<file path="config.mk">
export PLATFORM = sky130hd
export DESIGN_NAME = pipeline_stall_controller_flat
export DESIGN_NICKNAME = d
export VERILOG_FILES = /design/src/rtl/pipeline_stall_controller_if.sv /design/src/rtl/pipeline_stall_controller.sv /design/src/flat_wrapper.sv
export SDC_FILE = /design/constraint.sdc
export NUM_CORES = 1
export LEC_CHECK = 0
export CORE_MARGIN = 5
export CORE_UTILIZATION = 51
export CTS_CLUSTER_DIAMETER = 80
export DETAILED_ROUTE_END_ITERATION = 6
export PLACE_DENSITY = 0.85
export SYNTH_ARGS = -nofsm -noshare
export SYNTH_HDL_FRONTEND = slang
export SYNTH_SLANG_ARGS = --single-unit
</file>
<file path="constraint.sdc">
create_clock -name clk -period 2.74 [get_ports clk]
set_input_delay 0.411 -clock clk [delete_from_list [all_inputs] [get_ports clk]]
set_output_delay 0.411 -clock clk [all_outputs]
set_load 0.02 [all_outputs]
</file>
<file path="src/rtl/pipeline_stall_controller_if.sv">
// pipeline_stall_controller_if: stall/flush control bundle between ID-stage hazard sources and the pipeline sequencer
interface pipeline_stall_controller_if;
  logic        hz_load_stall;
  logic        branch_taken;
  logic        md_start;
  logic        md_read;
  logic        pc_enable;
  logic        ifid_enable;
  logic        ifid_flush;
  logic        idex_nop;
  logic        md_issue;
  logic        md_busy;
  logic        md_done;
  logic [15:0] stall_count;
  modport master (
    output hz_load_stall, branch_taken, md_start, md_read,
    input  pc_enable, ifid_enable, ifid_flush, idex_nop, md_issue, md_busy, md_done, stall_count
  );
  modport slave (
    input  hz_load_stall, branch_taken, md_start, md_read,
    output pc_enable, ifid_enable, ifid_flush, idex_nop, md_issue, md_busy, md_done, stall_count
  );
endinterface

</file>
<file path="src/rtl/pipeline_stall_controller.sv">
// pipeline_stall_controller: merges load-use, branch and MULT/DIV hazards into PC/IF/ID/ID/EX strobes; PIPE_DELAY_SLOT_EN keeps the branch delay slot
module pipeline_stall_controller #(
  parameter int MD_LATENCY = 32,
  parameter int CNT_W      = 6
) (
  input  logic                        clk,
  input  logic                        reset,
  pipeline_stall_controller_if.slave  bus
);
  typedef enum logic {IDLE, BUSY} state_t;
  state_t           state;
  logic [CNT_W-1:0] md_cnt_q, md_cnt_d;
  logic             md_done_q, md_done_d;
  logic [15:0]      stall_count_q, stall_count_d;
  logic             md_stall, stall;
  // HI/LO occupancy state, stall merging with priority, and next-state of all registers
  always_comb begin
    state         = (md_cnt_q != '0) ? BUSY : IDLE;
    md_stall      = (state == BUSY) & (bus.md_start | bus.md_read);
    stall         = md_stall | bus.hz_load_stall;
    bus.pc_enable   = ~reset & ~stall;
    bus.ifid_enable = ~reset & ~stall;
    bus.idex_nop    = reset | stall;
`ifdef PIPE_DELAY_SLOT_EN
    bus.ifid_flush  = 1'b0;
`else
    bus.ifid_flush  = ~reset & ~stall & bus.branch_taken;
`endif
    bus.md_issue    = ~reset & (state == IDLE) & bus.md_start & ~bus.hz_load_stall;
    bus.md_busy     = (state == BUSY);
    bus.md_done     = md_done_q;
    bus.stall_count = stall_count_q;
    md_cnt_d      = bus.md_issue ? CNT_W'(MD_LATENCY) : (state == BUSY) ? md_cnt_q - 1'b1 : '0;
    md_done_d     = (md_cnt_q == CNT_W'(1));
    stall_count_d = (~bus.pc_enable && stall_count_q != 16'hFFFF) ? stall_count_q + 16'd1 : stall_count_q;
  end
  // Register update; reset aborts any MULT/DIV in flight so no done pulse follows
  always_ff @(posedge clk or posedge reset) begin
    if (reset) begin
      md_cnt_q      <= '0;
      md_done_q     <= 1'b0;
      stall_count_q <= '0;
    end else begin
      md_cnt_q      <= md_cnt_d;
      md_done_q     <= md_done_d;
      stall_count_q <= stall_count_d;
    end
  end
endmodule
</file>
<file path="src/flat_wrapper.sv">
// flat-port wrapper written by rule: the top's interface ports become plain ports
module pipeline_stall_controller_flat 
#(
  parameter int MD_LATENCY = 32,
  parameter int CNT_W      = 6
)
  (clk, reset, bus_hz_load_stall, bus_branch_taken, bus_md_start, bus_md_read, bus_pc_enable, bus_ifid_enable, bus_ifid_flush, bus_idex_nop, bus_md_issue, bus_md_busy, bus_md_done, bus_stall_count);
  pipeline_stall_controller_if bus_i ();
  input  logic clk;
  input  logic reset;
  input wire logic [$bits(bus_i.hz_load_stall)-1:0] bus_hz_load_stall;
  input wire logic [$bits(bus_i.branch_taken)-1:0] bus_branch_taken;
  input wire logic [$bits(bus_i.md_start)-1:0] bus_md_start;
  input wire logic [$bits(bus_i.md_read)-1:0] bus_md_read;
  output wire logic [$bits(bus_i.pc_enable)-1:0] bus_pc_enable;
  output wire logic [$bits(bus_i.ifid_enable)-1:0] bus_ifid_enable;
  output wire logic [$bits(bus_i.ifid_flush)-1:0] bus_ifid_flush;
  output wire logic [$bits(bus_i.idex_nop)-1:0] bus_idex_nop;
  output wire logic [$bits(bus_i.md_issue)-1:0] bus_md_issue;
  output wire logic [$bits(bus_i.md_busy)-1:0] bus_md_busy;
  output wire logic [$bits(bus_i.md_done)-1:0] bus_md_done;
  output wire logic [$bits(bus_i.stall_count)-1:0] bus_stall_count;
  assign bus_i.hz_load_stall = bus_hz_load_stall;
  assign bus_i.branch_taken = bus_branch_taken;
  assign bus_i.md_start = bus_md_start;
  assign bus_i.md_read = bus_md_read;
  assign bus_pc_enable = bus_i.pc_enable;
  assign bus_ifid_enable = bus_i.ifid_enable;
  assign bus_ifid_flush = bus_i.ifid_flush;
  assign bus_idex_nop = bus_i.idex_nop;
  assign bus_md_issue = bus_i.md_issue;
  assign bus_md_busy = bus_i.md_busy;
  assign bus_md_done = bus_i.md_done;
  assign bus_stall_count = bus_i.stall_count;
  pipeline_stall_controller #(.MD_LATENCY(MD_LATENCY), .CNT_W(CNT_W)) u_core (.clk(clk), .reset(reset), .bus(bus_i));
endmodule
</file>
==> run summary, run 1 <==
===========================================================================================
Vias in the first global route                                                          930
Most common library cell in the layout ignoring fill and taps                  clkdlybuf4s50_1
Final GP Congestion                                                                   0.803
Post-synthesis area per instance                                                   10.7 um2
Number of design-rule violations left by the first detailed-router iteration             15
Share of total power in combinational logic                                           43.4%
ANT cells                                                                                 0
YS warnings                                                                               0
Met2 layer usage reported by global route                                             28.5%
Cell type with the highest aggregate area in the netlist                            dfrtp_1
Net switching power figure                                                         0.549 mW
Final worst path period share                                                         96.6%
Maximum net fanout on the critical path                                                   6
Maximum frequency from static timing analysis                                     0.378 GHz
Endpoint of the lowest-slack register-to-register path                         u_core.md_cnt_q[5]
Via density                                                                            5.56
CP required                                                                         2.33 ns
Area of the mapped netlist                                                         1160 um2
Number of input and output port buffers inserted                                         28
Horizontal die dimension                                                            57.7 um
Floorplan row count                                                                      17
Layout cell share with drive strength beyond 1                                        14.1%
Setup repair after global routing missed its margin                                   false
Relative contribution of sequential cells to total power                              45.6%
Fin crit period                                                                     2.65 ns
Worst clock skew                                                                 0.00236 ns
Type of the most critical hold path                                            flip-flop to flip-flop
Buffers from clock root to sink, at most                                                  2
Distinct cells, synth                                                                    30
Status                                                                            completed
CP cell instances                                                              clkdlybuf4s50_1, nor4_1, a31o_2, and2_1, clkdlybuf4s50_1
Sequential area share after synthesis                                                 49.6%
Number of max-capacitance violations reported                                             0
Total wirelength of the detailed-routed design                                      2430 um
Instance area at placement                                                         1490 um2
Boundary pin count                                                                       29
Global-route met3 utilization                                                         3.79%
Crit-path max cell delay                                                            0.61 ns
Core ar.                                                                           2190 um2
DP HPWL                                                                             1910 um
Count of vias placed by the detailed router                                             945
Die Area                                                                           3330 um2
Number of endpoints with negative hold slack in the final report                          0
Leakage power total                                                                0.663 nW
Part of the total power dissipated in the clock network                               11.0%
Max VDD drop                                                                     0.000670 V
Floorplan die height                                                                57.7 um
DR DRC count                                                                              0
Inserted Clock Buffers                                                                    3
Layout area overhead                                                                  31.1%
Leftover overflow at the end of global routing                                            0
Depth of the critical timing path with buffers and inverters included                     5
Power per standard cell area                                                     894 nW/um2
First-pass GRT wire length                                                          4240 um
Max stage delay cell, worst path                                               clkdlybuf4s50_1
Utilization after layout                                                              69.4%
Area share of the leading cell type in the synthesized netlist                        49.6%
Cell repeated most along the worst path                                        clkdlybuf4s50_1
Worst endpoint data arrival time                                                    2.23 ns
Commonest cells after routing, fill and taps aside                             clkdlybuf4s50_1 (26), dfrtp_1 (23), xnor2_1 (10)
Final #Nets                                                                             152
GR met1 Demand/Resource                                                               19.6%
Internal power component                                                           0.810 mW
Critical Path Source Type                                                         input pin
Cells on worst reg2reg path                                                               7
Aggregate negative setup slack                                                         0 ns
Leading post-synthesis cells by cell area                                      dfrtp_1 (50%), xnor2_1 (7.6%), mux2_2 (3.9%), nand4_1 (3.8%), ha_1 (3.2%)
Worst Setup Slack, final                                                          0.0941 ns
Post-route design area                                                             1520 um2
Clock latency of the later-clocked register in the worst-skew pair                  0.30 ns
Initial cell density of the core                                                      52.9%
Setup fix buffers added after clock tree synthesis                                        0
Power consumption                                                                   1.36 mW
TritonCTS clock tree                                                                    yes
Maximum number of pins on one net before global-route repair                             18
Placement-stage worst setup slack                                                 0.0432 ns
CTS H-Tree Depth                                                                          1
Count of buffer and inverter cells on the critical path                                   2
Number of antenna violations at the first check in global routing                         0
Max-slew violations                                                                       0
Sinks on the clock net                                                                   23
Net switching share of the total power                                                40.4%
Transition time at the pin with the least slew margin                              0.381 ns
Worst max-slew margin expressed relative to the limit                                 74.5%
Net count of the mapped netlist                                                         117
Most used routing layer in global routing                                              met2
Top Family by Delay on Critical Path                                           buffers and inverters
Start of the worst register-to-register path                                   u_core.md_cnt_q[0]
Type of the worst setup path                                                   input pin to output port
Endpoint type of the worst setup path                                           output port
Final routed wire length divided by cell count                                      14.3 um
Launching element of the worst setup path                                      bus_hz_load_stall
Synthesized netlist cell count                                                          108
R2R Setup Slk                                                                       0.92 ns
Global-route usage over all layers                                                    16.1%
Final ANT Viol Nets                                                                       0
Synth Register Bits                                                                      23
Number of detailed-routing iterations run before antenna repair                           4
Endpoints failing setup                                                                   0
Clk slew on worst S/H paths                                                         0.11 ns
Crit path capture                                                              bus_ifid_flush
Root buffer cell                                                                   clkbuf_4
===========================================================================================
-- state kept, by name, indices dropped and copies added (netlist names) --
register	count
u_core.bus.md_done	1
u_core.md_cnt_q	6
u_core.bus.stall_count	16
-- cell usage after synthesis, drive strengths merged --
cell,n
o21ai,2
nor4,3
nand2b,2
nor2,10
and3,4
nand2,7
xor2,2
or3b,1
and4,1
nor2b,2
mux2,4
nand4,8
and2,1
a31o,1
a21oi,2
ha,3
a31oi,1
nand3,5
a211o,1
nor3,6
nor4b,1
buf,1
inv,7
dfrtp,23
xnor2,10
-- through the flow --
step	instances	hold WS, ns
floorplan	108	0.413
global placement	166	0.467
detailed placement	166	0.480
CTS	170	0.494
global route	170	0.514
finish	170	0.488
-- worst min path at each step --
stage,from,end,slack (ns),cells past startpoint
2_1_floorplan,reset,u_core.bus.md_done,0.41,1
3_3_place_gp,u_core.md_cnt_q[0],u_core.md_cnt_q[0],0.47,1
3_5_place_dp,u_core.md_cnt_q[0],u_core.md_cnt_q[0],0.48,1
4_1_cts,u_core.md_cnt_q[0],u_core.md_cnt_q[0],0.49,1
5_1_grt,u_core.md_cnt_q[0],u_core.md_cnt_q[0],0.51,1
6_report,u_core.md_cnt_q[0],u_core.md_cnt_q[0],0.49,1
-- logic make-up (layout without fill, tap and decap cells) --
logic type	Yosys count	in the layout	synth area share [%]
AND/OR/NAND/NOR	51	51	27.5
flip-flops	23	23	49.6
XOR/XNOR	12	12	9.06
buffers and inverters	8	42	2.91
AO/OA/AOI/OAI	7	7	3.78
multiplexers	4	4	3.88
adder cells (fa/ha/maj)	3	3	3.24
-- layout make-up --
type | count | area (um2)
clock buffers | 4 | 26.3
fillers | 168 | 671
inverters | 7 | 26.3
multi-input cells | 77 | 557
flip-flops and latches | 23 | 576
well taps | 28 | 35.0
repair buffers | 31 | 300
-- layer usage --
metal  wire, um  share of wire (%)  up-vias
met3        165                6.8        4
met2       1220                 50       36
li1           -                  -      449
met1       1020                 42      456
met4         21               0.87        0
met5          0                  0        -
-- worst register-to-register path, delay by kind of cell (launching register included) --
kind	cells	cell delay, ns
AND/OR/NAND/NOR	3	0.86
buffers and inverters	2	0.14
AO/OA/AOI/OAI	1	0.13
adder cells (fa/ha/maj)	1	0.22
flip-flops	1	0.42
-- timing repair --
action | 4_1_cts | 5_1_grt
endpoints found under the setup margin | 1 | 2
cloned | 0 | 0
hold buffers | 0 | 0
resized for setup | 2 | 3
-- power groups by stage --
| stage | sequential, mW | clock [mW] | combinational (mW) |
|---|---|---|---|
| finish | 0.620 | 0.149 | 0.590 |
| global route | 0.646 | 0.168 | 0.647 |
| CTS | 0.614 | 0.153 | 0.597 |
| detailed placement | 0.619 | 0 | 0.594 |
| global placement | 0.612 | 0 | 0.571 |
| floorplan | 0.671 | 0 | 0.285 |
Power figures use the tool's default switching activity.
==> inputs of run 2 (changes only) <==
ABC_AREA = 1   (was not set)
CORE_UTILIZATION = 54   (was 51)
PLACE_DENSITY = 0.87   (was 0.85)
==> run summary, run 2 <==
===========================================================================================
Status                                                                            completed
Synthesized netlist cell count                                                          198
Synth Area in Simple Gates                                                            40.9%
CP cell instances                                                              inv_1, ha_1, nand3_2, nand2_2, nand2_4, nor2_1, clkdlybuf4s50_1
Layout area overhead                                                                  22.3%
Number of input and output port buffers inserted                                         28
Critical Path Source Type                                                         flip-flop
Max-slew violations                                                                       0
Layout cell share with drive strength beyond 1                                        7.96%
Relative contribution of sequential cells to total power                              44.3%
Finished Layout Cells                                                                   256
TritonCTS clock tree                                                                    yes
Top Family by Delay on Critical Path                                           buffers and inverters
Endpoint type of the worst setup path                                           output port
CP required                                                                         2.33 ns
Crit-path max cell delay                                                            0.60 ns
Worst clock skew                                                                 0.00747 ns
Buffers from clock root to sink, at most                                                  2
Final ANT Viol Nets                                                                       0
YS warnings                                                                               0
Die Area                                                                           3740 um2
Setup fix buffers added after clock tree synthesis                                        0
Maximum net fanout on the critical path                                                   6
Power consumption                                                                   1.30 mW
Main synth FF type                                                                  dfrtp_1
Fraction of synthesis flops using an asynchronous set or reset pin                     100%
Commonest cells after routing, fill and taps aside                             nand2_1 (80), clkdlybuf4s50_1 (27), dfrtp_1 (23)
Transition time at the pin with the least slew margin                              0.873 ns
Area of the mapped netlist                                                         1410 um2
Cell type with the highest aggregate area in the netlist                            dfrtp_1
Post-synthesis area per instance                                                   7.13 um2
Boundary pin count                                                                       29
Floorplan row count                                                                      18
Max stage delay cell, worst path                                               clkdlybuf4s50_1
Leading post-synthesis cells by cell area                                      dfrtp_1 (41%), nand2_1 (21%), inv_1 (5.6%), nor2_1 (5.3%), nand3_1 (4.3%)
DP HPWL                                                                             2260 um
Count of vias placed by the detailed router                                            1267
Final #Nets                                                                             236
Horizontal die dimension                                                            61.1 um
Type of the most critical hold path                                            input pin to async pin
Via density                                                                            4.95
Final GP Congestion                                                                   0.830
Placed cell count                                                                       252
Sinks on the clock net                                                                   23
Distinct cells, synth                                                                    22
Flip-flop count of the largest register, all copies and words added                      16
Aggregate negative setup slack                                                         0 ns
Total wirelength of the detailed-routed design                                      3050 um
Sequential area share after synthesis                                                 40.8%
Number of antenna violations at the first check in global routing                         0
Number of inserted filler cells in the final layout                                     213
Share of total power in combinational logic                                           42.5%
DR DRC count                                                                              0
Fraction of the mapped netlist area in adder cells                                    2.66%
Depth of the critical timing path with buffers and inverters included                     7
Vias in the first global route                                                         1267
Max VDD drop                                                                     0.000864 V
Final routed wire length divided by cell count                                      11.9 um
Net count of the mapped netlist                                                         207
Clock latency of the later-clocked register in the worst-skew pair                  0.33 ns
Core ar.                                                                           2500 um2
Post-synth EDFFs                                                                          0
Worst max-slew margin expressed relative to the limit                                 41.7%
Global-route usage over all layers                                                    19.4%
Number of hold buffers added after cts                                                    0
Number of detailed-routing iterations run before antenna repair                           4
Floorplan die height                                                                61.1 um
Internal power component                                                           0.748 mW
Maximum number of pins on one net before global-route repair                             24
ANT cells                                                                                 0
Number of max-capacitance violations reported                                             0
Power per standard cell area                                                     752 nW/um2
CTS H-Tree Depth                                                                          1
Net switching power figure                                                         0.550 mW
Cell with the most instances after synthesis                                        nand2_1
Final worst path period share                                                         91.8%
Leakage power total                                                                0.857 nW
Leftover overflow at the end of global routing                                            0
Area share of the leading cell type in the synthesized netlist                        40.8%
Clk slew on worst S/H paths                                                         0.14 ns
Post-synthesis share of cell area spent on xor and xnor gates                         4.96%
Compound-Gate Fraction of Synth Area                                                  2.13%
Cells on worst reg2reg path                                                               8
Part of the total power dissipated in the clock network                               13.2%
Mux cell area share after synthesis                                                      0%
Net switching share of the total power                                                42.4%
Main combinational cell family by area after synthesis                         simple AND/OR/NAND/NOR gates
Endpoints failing setup                                                                   0
Worst endpoint data arrival time                                                    2.10 ns
Commonest cells in the netlist                                                 nand2_1 (80), dfrtp_1 (23), inv_1 (21)
Synth Register Bits                                                                      23
Setup repair after global routing missed its margin                                   false
Initial cell density of the core                                                      56.5%
Type of the worst setup path                                                   flip-flop to output port
Fin crit period                                                                     2.51 ns
Most common library cell in the layout ignoring fill and taps                       nand2_1
Root buffer cell                                                                   clkbuf_4
Maximum frequency from static timing analysis                                     0.398 GHz
First-pass GRT wire length                                                          5490 um
Number of endpoints with negative hold slack in the final report                          0
Count of buffer and inverter cells on the critical path                                   2
Inserted Clock Buffers                                                                    3
Number of design-rule violations left by the first detailed-router iteration             71
===========================================================================================
[run 2: cell types whose count changed in the layout (fill, tap and decap cells not counted), sizes merged, moves of 3 or more]
cell / previous run / this run
nand2: 7 / 84
inv: 7 / 23
nor2: 10 / 23
nand3: 5 / 14
nor3: 6 / 0
mux2: 4 / 0
xnor2: 10 / 6
and3: 4 / 1
buf: 3 / 0
nor4: 3 / 0
o21ai: 2 / 5
or2: 0 / 3
[run 2: final timing paths]
check | start | endpoint | slack [ns]
max in group asynchronous | reset | u_core.bus.stall_count[9] | 1.63
worst max register to register | u_core.bus.stall_count[0] | u_core.bus.stall_count[15] | 0.96
worst min-delay path | reset | u_core.md_cnt_q[5] | 0.58
min in group clk | u_core.md_cnt_q[0] | u_core.md_cnt_q[0] | 0.58
worst min register to register | u_core.md_cnt_q[0] | u_core.md_cnt_q[0] | 0.58
worst max-delay path | u_core.md_cnt_q[0] | bus_ifid_flush | 0.23
[run 2: timing repair]
item                       CTS  global route
gates resized for setup      0             1
hold endpoints to repair     0             0
setup endpoints to repair    0             1
[run 2: cells by family after synthesis]
logic type | Yosys count
simple gates | 131
buf+inv | 27
flops | 23
xor+xnor | 8
compound gates | 6
fa+ha+maj | 3
[run 2: metal layers]
layer  vias up  part of all wire (%)  track usage, %
met5         -                     0               0
met4         0                   1.7            7.43
met3         5                   5.7            2.94
met2        38                    47            32.6
met1       565                    45            25.0
li1        659                     -               -
[run 2: metrics by stage]
| stage | instance area, um2 | hold slack [ns] | util [%] | setup WS, ns |
|---|---|---|---|---|
| after detailed placement | 1690 | 0.556 | 67.8 | 0.305 |
| after global routing | 1730 | 0.604 | 69.1 | 0.0519 |
| after CTS | 1720 | 0.589 | 69.0 | 0.171 |
| final | 1730 | 0.578 | 69.1 | 0.226 |
| after global placement | 1690 | 0.522 | 67.8 | 0.355 |
| after floorplan | 1410 | 0.413 | - | 0.910 |
[run 2: area by class of cell]
type	count	area, um2	share of cell area (%)
Clock buffer	3	22.5	1.30
Timing Repair Buffer	28	283	16.4
Multi-Input combinational cell	148	714	41.4
Clock inverter	1	7.51	0.435
Tap cell	30	37.5	2.17
Sequential cell	23	576	33.3
Inverter	23	86.3	5.00
[run 2: worst reg2reg max path, cell delays in order, from the launching register on]
cell,delay [ns]
dfrtp_1,0.47
ha_1,0.32
nand3_2,0.15
nor2_4,0.16
nand2_2,0.08
nand2_4,0.19
inv_2,0.16
nand2_1,0.10
nand2_1,0.05
[run 2: power groups by stage]
stage                     sequential, mW  combinational (mW)  clock [mW]
after floorplan                    0.603               0.334           0
after global placement             0.572               0.541           0
after detailed placement           0.580               0.557           0
after CTS                          0.575               0.560       0.178
after global routing               0.595               0.629       0.191
final                              0.575               0.552       0.172
==> inputs of run 3 (changes only) <==
CTS_CLUSTER_DIAMETER = 100   (was 80)
SETUP_SLACK_MARGIN = 0.3   (was not set)
==> run summary, run 3 (synthesis gave the netlist of run 2 again) <==
===========================================================================================
Status                                                                            completed
Max VDD drop                                                                     0.000863 V
Maximum number of pins on one net before global-route repair                             24
Placement-stage worst setup slack                                                  0.305 ns
Number of endpoints with negative hold slack in the final report                          0
DR DRC count                                                                              0
Horizontal die dimension                                                            61.1 um
TritonCTS clock tree                                                                    yes
Total wirelength of the detailed-routed design                                      3030 um
Start of the worst register-to-register path                                   u_core.bus.stall_count[0]
Boundary pin count                                                                       29
Floorplan die height                                                                61.1 um
Power per standard cell area                                                     753 nW/um2
Post-route design area                                                             1720 um2
Inserted Clock Buffers                                                                    3
Setup repair after global routing missed its margin                                   false
Crit path capture                                                              bus_ifid_flush
DP HPWL                                                                             2260 um
Cells on worst reg2reg path                                                               8
Type of the most critical hold path                                            input pin to async pin
Global-route usage over all layers                                                    19.4%
Maximum net fanout on the critical path                                                   6
Clk slew on worst S/H paths                                                         0.14 ns
Instance area at placement                                                         1690 um2
Die Area                                                                           3740 um2
Layout area overhead                                                                  22.0%
Launching element of the worst setup path                                      u_core.md_cnt_q[0]
Maximum frequency from static timing analysis                                     0.444 GHz
Crit-path max cell delay                                                            0.42 ns
Floorplan row count                                                                      18
Aggregate negative setup slack                                                         0 ns
Max-slew violations                                                                       0
Sinks on the clock net                                                                   23
Core ar.                                                                           2500 um2
Final routed wire length divided by cell count                                      11.9 um
Critical Path Source Type                                                         flip-flop
First-pass GRT wire length                                                          5490 um
Setup fix buffers added after clock tree synthesis                                        0
Vias in the first global route                                                         1267
Buffers from clock root to sink, at most                                                  2
Endpoint type of the worst setup path                                           output port
Worst endpoint data arrival time                                                    1.84 ns
Number of inserted filler cells in the final layout                                     216
Worst Setup Slack, final                                                           0.489 ns
Multi-input logic area                                                              714 um2
Leakage power total                                                                0.855 nW
Root buffer cell                                                                   clkbuf_4
Worst clock skew                                                                 0.00670 ns
Final #Nets                                                                             236
CP cell instances                                                              inv_1, ha_1, nand3_2, nand2_2, nand2_4, nor2_1, dlygate4sd2_1
Initial cell density of the core                                                      56.5%
Max stage delay cell, worst path                                                    dfrtp_1
Endpoint of the lowest-slack register-to-register path                         u_core.bus.stall_count[15]
Endpoints failing setup                                                                   0
Power consumption                                                                   1.30 mW
R2R Setup Slk                                                                       0.97 ns
Final ANT Viol Nets                                                                       0
CP required                                                                         2.33 ns
Worst max-slew margin expressed relative to the limit                                 41.9%
Number of design-rule violations left by the first detailed-router iteration             69
Fin crit period                                                                     2.25 ns
Most common library cell in the layout ignoring fill and taps                       nand2_1
Number of max-capacitance violations reported                                             0
Count of vias placed by the detailed router                                            1264
Number of antenna violations at the first check in global routing                         0
Type of the worst setup path                                                   flip-flop to output port
Number of detailed-routing iterations run before antenna repair                           4
Number of hold buffers added after cts                                                    0
CTS H-Tree Depth                                                                          1
Leftover overflow at the end of global routing                                            0
Transition time at the pin with the least slew margin                              0.870 ns
Clock latency of the later-clocked register in the worst-skew pair                  0.33 ns
Number of input and output port buffers inserted                                         28
Final GP Congestion                                                                   0.830
Via density                                                                            4.94
Flip-flop count of the largest register, all copies and words added                      16
Placed cell count                                                                       252
ANT cells                                                                                 0
Commonest cells after routing, fill and taps aside                             nand2_1 (80), clkdlybuf4s50_1 (23), dfrtp_1 (23)
Layout cell share with drive strength beyond 1                                        8.41%
Finished Layout Cells                                                                   256
Sequential cell area in the final layout                                            576 um2
Final worst path period share                                                         82.2%
===========================================================================================
==> run 3: cell types whose count changed in the layout (fill, tap and decap cells not counted), sizes merged <==
cell and delta:
clkdlybuf4s50 -4, dlygate4sd2 +4
==> run 3: layout make-up <==
class	instances	area share (%)
clock buffer	3	1.31
clock inverter	1	0.436
inverter	23	5.01
multi-input combinational	148	41.5
sequential	23	33.4
tap	30	2.18
timing repair buffer	28	16.1
==> run 3: worst max-delay path, delay by kind of cell, from the launching register on <==
kind                       cells  cell delay, ns
and+or+nand+nor                4            0.44
adders and majority gates      1            0.22
DFF                            1            0.42
buffers and inverters          2            0.43
==> run 3: where the power goes <==
group	internal, mW	switching (mW)
Combinational	0.251	0.299
Sequential	0.439	0.136
Clock	0.0560	0.116
Total	0.746	0.550
==> run 3: worst min path at each step <==
| stage | startpoint | to |
|---|---|---|
| final | reset | u_core.md_cnt_q[5] |
| after global routing | u_core.bus.stall_count[14] | u_core.bus.stall_count[14] |
| after CTS | u_core.md_cnt_q[0] | u_core.md_cnt_q[0] |
| after detailed placement | u_core.bus.stall_count[1] | u_core.bus.stall_count[1] |
| after global placement | u_core.md_cnt_q[5] | u_core.md_cnt_q[5] |
| after floorplan | reset | u_core.bus.md_done |
==> run 3: stage by stage <==
stage	util, %	hold WS [ns]
after floorplan	-	0.413
after global placement	67.8	0.522
after detailed placement	67.8	0.556
after CTS	68.8	0.589
after global routing	68.9	0.604
final	68.9	0.577
==> run 3: timing repair <==
action,CTS,global route
resized for setup,4,2
gates cloned,0,0
setup endpoints to repair,4,2
==> run 3: per-layer routing <==
metal | track usage (%) | wire, um | vias to the layer above
met4 | 7.43 | 53 | 0
met2 | 32.6 | 1450 | 34
met3 | 2.94 | 179 | 5
li1 | - | - | 661
met1 | 25.0 | 1350 | 564
met5 | 0 | 0 | -
